`src/rtl/awg_cmd_pkg.sv`:
```
// awg_cmd_pkg: ASCII codes, field/FSM encodings and field limits shared by awg_cmd_ctrl.
// Field limits for F/S depend on FREQ_W, so they come from fld_max().
package awg_cmd_pkg;
    localparam int ACC_W = 17;
    localparam logic [7:0] ASC_CR = 8'h0D;
    localparam logic [7:0] ASC_LF = 8'h0A;
    localparam logic [7:0] ASC_0  = 8'h30;
    localparam logic [7:0] ASC_9  = 8'h39;
    localparam logic [7:0] ASC_F  = 8'h46;
    localparam logic [7:0] ASC_A  = 8'h41;
    localparam logic [7:0] ASC_P  = 8'h50;
    localparam logic [7:0] ASC_W  = 8'h57;
    localparam logic [7:0] ASC_S  = 8'h53;
    localparam logic [ACC_W-1:0] AMP_MAX   = 17'd255;
    localparam logic [ACC_W-1:0] PHASE_MAX = 17'd255;
    localparam logic [ACC_W-1:0] WAVE_MAX  = 17'd31;
    typedef enum logic [2:0] {FLD_F, FLD_A, FLD_P, FLD_W, FLD_S} fld_e;
    typedef enum logic [1:0] {ST_IDLE, ST_FIELD, ST_DRAIN} fsm_e;
    function automatic logic [ACC_W-1:0] fld_max(fld_e f, int freq_w);
        logic [ACC_W-1:0] fmax;
        fmax = (ACC_W'(1) << freq_w) - ACC_W'(1);
        return (f == FLD_A) ? AMP_MAX : (f == FLD_P) ? PHASE_MAX : (f == FLD_W) ? WAVE_MAX : fmax;
    endfunction
    function automatic logic is_term(logic [7:0] b);
        return (b == ASC_CR) || (b == ASC_LF);
    endfunction
    function automatic logic is_digit(logic [7:0] b);
        return (b >= ASC_0) && (b <= ASC_9);
    endfunction
endpackage

```
`src/rtl/awg_cmd_ctrl_if.sv`:
```
// awg_cmd_ctrl_if: UART byte input and AWG configuration outputs of awg_cmd_ctrl.
// sweep_tick exists only when AWG_SWEEP_EN is defined.
interface awg_cmd_ctrl_if #(parameter int FREQ_W = 14);
    logic [7:0]        rx_data;
    logic              rx_valid;
    logic [4:0]        state;
    logic [FREQ_W-1:0] state_freq;
    logic [7:0]        state_amp;
    logic [7:0]        state_phase;
    logic              cfg_update;
    logic              cmd_err;
    logic              busy;
`ifdef AWG_SWEEP_EN
    logic              sweep_tick;
    modport master (output rx_data, rx_valid, sweep_tick,
                    input state, state_freq, state_amp, state_phase, cfg_update, cmd_err, busy);
    modport slave  (input rx_data, rx_valid, sweep_tick,
                    output state, state_freq, state_amp, state_phase, cfg_update, cmd_err, busy);
`else
    modport master (output rx_data, rx_valid,
                    input state, state_freq, state_amp, state_phase, cfg_update, cmd_err, busy);
    modport slave  (input rx_data, rx_valid,
                    output state, state_freq, state_amp, state_phase, cfg_update, cmd_err, busy);
`endif
endinterface

```
`src/rtl/awg_cmd_ctrl_dec_acc.sv`:
```
// dec_acc: decimal digit accumulator; too_many_o flags a digit beyond MAX_DIGITS,
// which is then not accumulated.
module dec_acc
    import awg_cmd_pkg::*;
#(
    parameter int MAX_DIGITS = 5,
    parameter int CNT_W      = $clog2(MAX_DIGITS + 1)
) (
    input  logic             clk,
    input  logic             rst,
    input  logic             clr_i,
    input  logic             dig_i,
    input  logic [3:0]       val_i,
    output logic [ACC_W-1:0] acc_o,
    output logic [CNT_W-1:0] cnt_o,
    output logic             too_many_o
);
    logic [ACC_W-1:0] acc_q, acc_d;
    logic [CNT_W-1:0] cnt_q, cnt_d;
    logic             take;

    always_comb begin
        too_many_o = dig_i && (cnt_q == CNT_W'(MAX_DIGITS));
        take       = dig_i && !too_many_o;
        acc_d      = clr_i ? '0 : take ? (acc_q << 3) + (acc_q << 1) + ACC_W'(val_i) : acc_q;
        cnt_d      = clr_i ? '0 : take ? cnt_q + CNT_W'(1) : cnt_q;
    end

    always_ff @(posedge clk or posedge rst) begin
        if (rst) begin
            acc_q <= '0;
            cnt_q <= '0;
        end else begin
            acc_q <= acc_d;
            cnt_q <= cnt_d;
        end
    end

    assign acc_o = acc_q;
    assign cnt_o = cnt_q;
endmodule

```
`src/rtl/awg_cmd_ctrl.sv`:
```
// awg_cmd_ctrl: parses ASCII commands (letter, decimal digits, CR/LF) into AWG config registers.
// Define AWG_SWEEP_EN to add the 'S' sweep-step command and the sweep_tick frequency stepper.
module awg_cmd_ctrl
    import awg_cmd_pkg::*;
#(
    parameter int FREQ_W     = 14,
    parameter int FREQ_DEF   = 1000,
    parameter int AMP_DEF    = 50,
    parameter int PHASE_DEF  = 50,
    parameter int WAVE_DEF   = 3,
    parameter int MAX_DIGITS = 5
) (
    input logic          clk,
    input logic          rst,
    awg_cmd_ctrl_if.slave bus
);
    localparam int CNT_W = $clog2(MAX_DIGITS + 1);

    fsm_e              fsm_q;
    fld_e              fld_q, fld_d;
    logic [FREQ_W-1:0] freq_q;
    logic [7:0]        amp_q, phase_q;
    logic [4:0]        wave_q;
    logic              upd_q, err_q;
    logic [ACC_W-1:0]  acc;
    logic [CNT_W-1:0]  cnt;
    logic              too_many, is_letter, term, digit, acc_clr, acc_dig, commit;
`ifdef AWG_SWEEP_EN
    logic [FREQ_W-1:0] step_q;
    logic              tick_ok;
`endif

    always_comb begin
        term    = is_term(bus.rx_data);
        digit   = is_digit(bus.rx_data);
        fld_d   = (bus.rx_data == ASC_A) ? FLD_A : (bus.rx_data == ASC_P) ? FLD_P :
                  (bus.rx_data == ASC_W) ? FLD_W : (bus.rx_data == ASC_S) ? FLD_S : FLD_F;
`ifdef AWG_SWEEP_EN
        is_letter = bus.rx_data inside {ASC_F, ASC_A, ASC_P, ASC_W, ASC_S};
`else
        is_letter = bus.rx_data inside {ASC_F, ASC_A, ASC_P, ASC_W};
`endif
        acc_clr = bus.rx_valid && (fsm_q == ST_IDLE) && is_letter;
        acc_dig = bus.rx_valid && (fsm_q == ST_FIELD) && digit;
        commit  = bus.rx_valid && (fsm_q == ST_FIELD) && term && (cnt != '0) &&
                  (acc <= fld_max(fld_q, FREQ_W));
`ifdef AWG_SWEEP_EN
        // A same-cycle F commit overrides the frequency, so the tick is dropped
        tick_ok = bus.sweep_tick && (step_q != '0) && !(commit && fld_q == FLD_F);
`endif
    end

    dec_acc #(.MAX_DIGITS(MAX_DIGITS), .CNT_W(CNT_W)) u_dec_acc (
        .clk       (clk),
        .rst       (rst),
        .clr_i     (acc_clr),
        .dig_i     (acc_dig),
        .val_i     (bus.rx_data[3:0]),
        .acc_o     (acc),
        .cnt_o     (cnt),
        .too_many_o(too_many)
    );

    always_ff @(posedge clk or posedge rst) begin
        if (rst) begin
            fsm_q   <= ST_IDLE;
            fld_q   <= FLD_F;
            freq_q  <= FREQ_W'(FREQ_DEF);
            amp_q   <= 8'(AMP_DEF);
            phase_q <= 8'(PHASE_DEF);
            wave_q  <= 5'(WAVE_DEF);
            upd_q   <= 1'b0;
            err_q   <= 1'b0;
`ifdef AWG_SWEEP_EN
            step_q  <= '0;
`endif
        end else begin
            err_q <= 1'b0;
`ifdef AWG_SWEEP_EN
            upd_q <= tick_ok || (commit && fld_q != FLD_S);
            if (tick_ok)
                freq_q <= freq_q + step_q;
`else
            upd_q <= commit;
`endif
            if (commit) begin
                case (fld_q)
                    FLD_F: freq_q  <= acc[FREQ_W-1:0];
                    FLD_A: amp_q   <= acc[7:0];
                    FLD_P: phase_q <= acc[7:0];
                    FLD_W: wave_q  <= acc[4:0];
`ifdef AWG_SWEEP_EN
                    FLD_S: step_q  <= acc[FREQ_W-1:0];
`endif
                    default: ;
                endcase
            end
            case (fsm_q)
                ST_IDLE: if (bus.rx_valid) begin
                    if (is_letter) begin
                        fld_q <= fld_d;
                        fsm_q <= ST_FIELD;
                    end else if (!term) begin
                        err_q <= 1'b1;
                    end
                end
                ST_FIELD: if (bus.rx_valid) begin
                    if (term) begin
                        fsm_q <= ST_IDLE;
                        err_q <= !commit;
                    end else if (!digit || too_many) begin
                        err_q <= 1'b1;
                        fsm_q <= ST_DRAIN;
                    end
                end
                default: if (bus.rx_valid && term) fsm_q <= ST_IDLE;
            endcase
        end
    end

    assign bus.state       = wave_q;
    assign bus.state_freq  = freq_q;
    assign bus.state_amp   = amp_q;
    assign bus.state_phase = phase_q;
    assign bus.cfg_update  = upd_q;
    assign bus.cmd_err     = err_q;
    assign bus.busy        = fsm_q != ST_IDLE;
endmodule

```
`src/flat_wrapper.sv`:
```
// flat-port wrapper written by rule: the top's interface ports become plain ports
module awg_cmd_ctrl_flat import awg_cmd_pkg::*;
#(
    parameter int FREQ_W     = 14,
    parameter int FREQ_DEF   = 1000,
    parameter int AMP_DEF    = 50,
    parameter int PHASE_DEF  = 50,
    parameter int WAVE_DEF   = 3,
    parameter int MAX_DIGITS = 5
)
  (clk, rst, bus_rx_data, bus_rx_valid, bus_state, bus_state_freq, bus_state_amp, bus_state_phase, bus_cfg_update, bus_cmd_err, bus_busy);
  awg_cmd_ctrl_if #(.FREQ_W(FREQ_W)) bus_i ();
  input logic clk;
  input logic rst;
  input wire logic [$bits(bus_i.rx_data)-1:0] bus_rx_data;
  input wire logic [$bits(bus_i.rx_valid)-1:0] bus_rx_valid;
  output wire logic [$bits(bus_i.state)-1:0] bus_state;
  output wire logic [$bits(bus_i.state_freq)-1:0] bus_state_freq;
  output wire logic [$bits(bus_i.state_amp)-1:0] bus_state_amp;
  output wire logic [$bits(bus_i.state_phase)-1:0] bus_state_phase;
  output wire logic [$bits(bus_i.cfg_update)-1:0] bus_cfg_update;
  output wire logic [$bits(bus_i.cmd_err)-1:0] bus_cmd_err;
  output wire logic [$bits(bus_i.busy)-1:0] bus_busy;
  assign bus_i.rx_data = bus_rx_data;
  assign bus_i.rx_valid = bus_rx_valid;
  assign bus_state = bus_i.state;
  assign bus_state_freq = bus_i.state_freq;
  assign bus_state_amp = bus_i.state_amp;
  assign bus_state_phase = bus_i.state_phase;
  assign bus_cfg_update = bus_i.cfg_update;
  assign bus_cmd_err = bus_i.cmd_err;
  assign bus_busy = bus_i.busy;
  awg_cmd_ctrl #(.FREQ_W(FREQ_W), .FREQ_DEF(FREQ_DEF), .AMP_DEF(AMP_DEF), .PHASE_DEF(PHASE_DEF), .WAVE_DEF(WAVE_DEF), .MAX_DIGITS(MAX_DIGITS)) u_core (.clk(clk), .rst(rst), .bus(bus_i));
endmodule
```
`config.mk`:
```
export PLATFORM = sky130hd
export DESIGN_NAME = awg_cmd_ctrl_flat
export DESIGN_NICKNAME = d
export VERILOG_FILES = /design/src/rtl/awg_cmd_pkg.sv /design/src/rtl/awg_cmd_ctrl_if.sv /design/src/rtl/awg_cmd_ctrl_dec_acc.sv /design/src/rtl/awg_cmd_ctrl.sv /design/src/flat_wrapper.sv
export SDC_FILE = /design/constraint.sdc
export NUM_CORES = 1
export LEC_CHECK = 0
export CORE_MARGIN = 3
export CORE_UTILIZATION = 35
export CTS_CLUSTER_DIAMETER = 80
export CTS_CLUSTER_SIZE = 10
export DETAILED_ROUTE_END_ITERATION = 8
export GPL_TIMING_DRIVEN = 1
export MAX_ROUTING_LAYER = met4
export SYNTH_ARGS = -nofsm -noshare
export SYNTH_HDL_FRONTEND = slang
export SYNTH_SLANG_ARGS = --single-unit
```
`constraint.sdc`:
```
create_clock -name clk -period 7.5 [get_ports clk]
set_input_delay 1.5 -clock clk [delete_from_list [all_inputs] [get_ports clk]]
set_output_delay 1.5 -clock clk [all_outputs]
set_load 0.005 [all_outputs]
```
Word-level counts from Yosys, hierarchy flattened --
Index checks and enable logic that the tools add are counted. W data, S select, Z words.
Word-level totals: bits in registers 62, latch bits 0, RAM bits 0, bits in read-only memories 0, input bits 11, output and inout bits 38, word-level logic and storage cells 86, memories kept 0
Operators by class: add/sub/neg operators 3, $mul 0, divide/modulo/power cells 0, magnitude comparators 3, equal/unequal tests 16, shift-type cells 0, mux-type cells 25, bitwise logic cells 0, reduce and logical (&&, ||, !) cells 29
Operator list (count):
- $mux W17 | 4
- $eq A8 B7 Y1 const B | 5
- $mux W3 | 6
- $add A17 B17 Y17 | 1
- $add A17 B4 Y17 | 1
- $le A17 B17 Y1 | 1
- $eq A8 B4 Y1 const B | 2
- $mux W14 | 1
- $mux W2 | 6
- $logic_and A1 B1 Y1 | 11
- $ge A8 B6 Y1 const B | 1
- $le A8 B6 Y1 const B | 1
- $reduce_and A2 Y1 | 4
- $eq A3 B2 Y1 const B | 2
- $mux W1 | 6
- $reduce_bool A3 Y1 | 2
- $reduce_and A5 Y1 | 1
- $ne A2 B2 Y1 const B | 2
- $pmux W2 S2 | 1
- $reduce_bool A2 Y1 | 2
- $reduce_bool A4 Y1 | 1
- $add A3 B1 Y3 const B | 1
- $eq A3 B1 Y1 const B | 1
- $eq A3 B3 Y1 const B | 1
- other kinds (9) | 12

Depth between registers and ports, before layout --
depth after elaboration 10, depth in mapped cells 10, mapped depth without buffers 9

Hierarchy --
A second synthesis with hierarchy kept.
Second synthesis, totals: cells, all modules 362, area, all modules 3935.0 um2
By module, submodules not included:
- awg_cmd_ctrl | instances 1, cells each 161, area each 2159.6 um2, seq. area each 1068.5 um2
- dec_acc | instances 1, cells each 201, area each 1775.5 um2, seq. area each 500.5 um2

Worst setup path after synthesis --
Ideal clock, no wire load.
path kind input -> register, start point input bus_rx_data[3], end point register u_core.u_dec_acc.acc_q[12], in the netlist u_core.u_dec_acc.acc_o[12], setup time 0.122 ns, arrival time 3.663 ns, data required time 7.378 ns, path slack 3.715 ns, stages 8, buffers on the path 0, path through fa_1 -> fa_1 -> a211oi_1 -> o21ai_0 -> o211ai_1 -> a31oi_1 -> or3_1 -> a32o_1
Between the ends: cells in the longest elaborated chain, start to end 7, elaborated cells between the ends (all ways) 17, those cells by class add/sub: 1; order compare: 2; eq/ne: 4; mux: 2; reduce/logical: 8
Ends and longest elaborated chain:
- start, declared | RTL line flat_wrapper.sv:15 | input wire logic [$bits(bus_i.rx_data)-1:0] bus_rx_data;
- branches (longest 7 deep; another with $add A17 B4 Y17)
- end signal, assigned | RTL line awg_cmd_ctrl_dec_acc.sv:31 | acc_q <= '0;
- end signal, assigned | RTL line awg_cmd_ctrl_dec_acc.sv:34 | acc_q <= acc_d;
- end, declared | RTL line awg_cmd_ctrl_dec_acc.sv:18 | logic [ACC_W-1:0] acc_q, acc_d;
Several ways; the timed one is not identified. The select of a mux whose other input is x is not followed. A chain may end at the register's enable or synchronous reset.

Worst setup path after layout --
start point input bus_rx_data[2], end point register u_core.u_dec_acc.acc_q[12], in the netlist u_core.u_dec_acc.acc_o[12]
Same word-level chain as after synthesis.

==> flow_summary.json <==
{
  "status": "completed",
  "r2r_end": "u_core.bus.state_freq[13]",
  "syn_area_um2": 3690,
  "syn_inst": 321,
  "die-area_um2": 11800,
  "grt_max_degree": 63,
  "p_switching_uw": 165,
  "ios": 49,
  "ys_warn_count": 0,
  "drv_slew": 0,
  "nets": 430,
  "portBuffers": 48,
  "ctsHoldBuffers": 0,
  "max_freq_ghz": 0.236,
  "numCtsBuffers": 9,
  "wl_per_cell_um": 15.7,
  "rsz0062_at_grt": "false",
  "diodes": 0,
  "cp.arrival_ns": 4.47,
  "first_pass_iters": 4,
  "ys_seq_area_share_pct": 42.5,
  "gp_congestion": 0.860,
  "cp-start-kind": "input port",
  "crit_fanout": 7,
  "worst_path_max_delay_cell": "clkdlybuf4s50_1",
  "syn_nets": 374,
  "hold_start": "u_core.bus.state[2]",
  "seq_power_share_pct": 46.1,
  "dp_slack_ns": 2.94,
  "slowest_delay_ns": 0.64,
  "setup.worst_path.end_class": "flop",
  "drc": 0,
  "hold_end": "u_core.bus.state[2]",
  "post-route-min-period_ns": 4.23,
  "cts_tree": "built",
  "cts_setup_buffers": 0,
  "cts_buffer_depth": 2,
  "layout-drive-gt1-share_pct": 21.5,
  "cap_viol_max_count": 0,
  "setup_viol": 0,
  "p_per_area_nw_per_um2": 163,
  "hold_viol": 0,
  "antenna_found_initial": 0,
  "min_path_cells": 1,
  "r2r_setup_slack_ns": 3.87,
  "ir_drop_mv": 0.0961,
  "post-dp-hpwl_um": 5900,
  "crit_type": "in2reg",
  "fillers": 935,
  "power_frac_comb_pct": 5.8,
  "grt_pass1_vias": 2722,
  "routed_wl_um": 8090,
  "synth_edf_count": 0,
  "rows": 36,
  "synth_area_per_cell_um2": 11.5,
  "viasPerCell": 5.26,
  "hp-class": "reg2reg",
  "gr-total-overflow": 0,
  "r2r_start": "u_core.fld_q[2]",
  "root_buffer": "clkbuf_8",
  "die_h_um": 109,
  "dp_cells": 499,
  "fin_util_pct": 45.7,
  "clkTransAtPathRegs_ns": 0.07,
  "p_clk_share_pct": 48.1,
  "power_leakage_nw": 2.15,
  "clock_latency_ns": 0.35,
  "drt_iter0_drc": 99,
  "die_w_um": 109,
  "area_delta_synth_final_pct": 23.9,
  "synth_ff_type": "dfrtp_1",
  "final_cells": 515,
  "postRouteAntennaNets": 0,
  "synthArstFlopShare_pct": 100,
  "core_area_um2": 10000,
  "vias": 2710,
  "cts_resized": 0,
  "h-tree-depth": 3,
  "synth_cell_type_count": 49,
  "clock_skew_ns": 0.00758,
  "r2r_cells": 8,
  "p_int_uw": 582,
  "fin_setup_tns_ns": 0,
  "relSlewSlack_pct": 26.5,
  "cp_data_required_time_ns": 7.74,
  "clock-sinks": 62,
  "start_util_pct": 36.9,
  "grt_pass1_wl_um": 13600,
  "grt_usage_pct": 15.2,
  "fin_ws_ns": 3.27,
  "worst_pin_slew_ns": 1.10,
  "ys_ff_latch": 62,
  "swShare_pct": 22.1,
  "crit_chain": "clkdlybuf4s50_1, ha_1, ha_1, fa_1, a211oi_1, o21ai_0, o211ai_1, a31oi_1, or3_1, a32o_1",
  "crit_top_cell": "ha_1",
  "period_share_pct": 56.4
}
kinds of logic (layout without fill, tap and decap cells):
kind of cell | Yosys count | after routing | synth area share (%)
and+or+nand+nor | 75 | 75 | 12.6
xor gates and xnor gates | 12 | 12 | 2.85
AOI/OAI and AO/OA | 80 | 80 | 14.7
muxes | 36 | 36 | 11.0
DFF | 62 | 62 | 42.5
buffers and inverters | 14 | 75 | 1.66
adders and majority gates | 42 | 42 | 14.6
cell usage in the layout, fill, tap and decap left out, drive strengths merged, types with 5 or more instances in the layout:
cell / count
dfrtp: 48
a21oi: 20
nand2: 17
xnor2: 7
inv: 10
nor3: 5
nand3: 11
nor4: 6
a22o: 13
nand2b: 5
clkdlybuf4s50: 48
nor2: 12
mux2: 36
dfstp: 14
ha: 40
clkbuf: 9
xor2: 5
o21ai: 20
stage by stage:
stage | hold slack [ns] | area (µm²) | total power [mW]
2_1_floorplan | 0.469 | 3690 | 0.373
3_3_place_gp | 0.491 | 4330 | 0.393
3_5_place_dp | 0.494 | 4330 | 0.394
4_1_cts | 0.512 | 4570 | 0.759
5_1_grt | 0.531 | 4570 | 0.783
6_report | 0.508 | 4570 | 0.747
power groups by stage:
stage	combinational (mW)	clock (mW)	sequential (mW)
after global routing	0.0504	0.387	0.345
final	0.0437	0.359	0.344
after detailed placement	0.0442	0	0.350
after global placement	0.0431	0	0.350
after CTS	0.0444	0.371	0.344
after floorplan	0.0243	0	0.349
per-layer routing:
layer / share of wire [%] / track usage, % / vias to the layer above / wire length, µm
met3: 4.5 / 4.14 / 11 / 363
li1: - / - / 1319 / -
met2: 45 / 21.9 / 58 / 3640
met5: 0 / - / - / 0
met1: 49 / 20.8 / 1322 / 3980
met4: 1.3 / 4.78 / 0 / 108
cell usage after synthesis, drive strengths merged, types with 3 or more instances:
| cell | count | area share [%] |
|---|---|---|
| a21o | 4 | 0.81 |
| a21oi | 20 | 3.1 |
| a22o | 13 | 3.1 |
| a31oi | 4 | 0.68 |
| a32o | 4 | 1.1 |
| clkbuf | 4 | 0.41 |
| dfrtp | 48 | 33 |
| dfstp | 14 | 10 |
| ha | 40 | 14 |
| inv | 8 | 0.81 |
| mux2 | 36 | 11 |
| nand2 | 17 | 1.7 |
| nand2b | 5 | 0.85 |
| nand3 | 11 | 1.8 |
| nor2 | 12 | 1.2 |
| nor3 | 5 | 0.68 |
| nor4 | 6 | 2.2 |
| o21ai | 20 | 2.7 |
| or2 | 3 | 0.51 |
| or3 | 4 | 0.68 |
| xnor2 | 7 | 1.7 |
| xor2 | 5 | 1.2 |
critical path: cells and delay by family:
family,cells,cell delay [ns]
compound gates,5,1.02
buf+inv,1,0.64
fa+ha+maj,3,0.98
simple gates,1,0.32
how the worst max path moves through the flow:
stage	start	to	depth (start not counted)
final	bus_rx_data[2]	u_core.u_dec_acc.acc_o[12]	10
after global routing	bus_rx_data[2]	u_core.u_dec_acc.acc_o[12]	10
after CTS	bus_rx_data[2]	u_core.u_dec_acc.acc_o[12]	10
after detailed placement	bus_rx_data[2]	u_core.u_dec_acc.acc_o[12]	10
after global placement	bus_rx_data[3]	u_core.u_dec_acc.acc_o[12]	9
after floorplan	bus_rx_data[3]	u_core.u_dec_acc.acc_o[12]	8
final cells by class:
| class | count | area (µm²) | area share, % |
|---|---|---|---|
| clock buffer | 9 | 124 | 2.71 |
| clock inverter | 7 | 120 | 2.63 |
| inverter | 8 | 30.0 | 0.657 |
| multi-input combinational | 245 | 2060 | 45.1 |
| sequential | 62 | 1570 | 34.3 |
| tap | 133 | 166 | 3.64 |
| timing repair buffer | 51 | 503 | 11.0 |
state kept, by name, indices dropped and copies added, names as in the netlist:
| signal | count |
|---|---|
| u_core.bus.cfg_update | 1 |
| u_core.u_dec_acc.acc_o | 17 |
| u_core.bus.state_phase | 8 |
| u_core.u_dec_acc.cnt_o | 3 |
| u_core.bus.cmd_err | 1 |
| u_core.bus.state_amp | 8 |
| u_core.fld_q | 3 |
| u_core.bus.state_freq | 14 |
| u_core.bus.state | 5 |
| u_core.fsm_q | 2 |
Power figures use the tool's default switching activity.
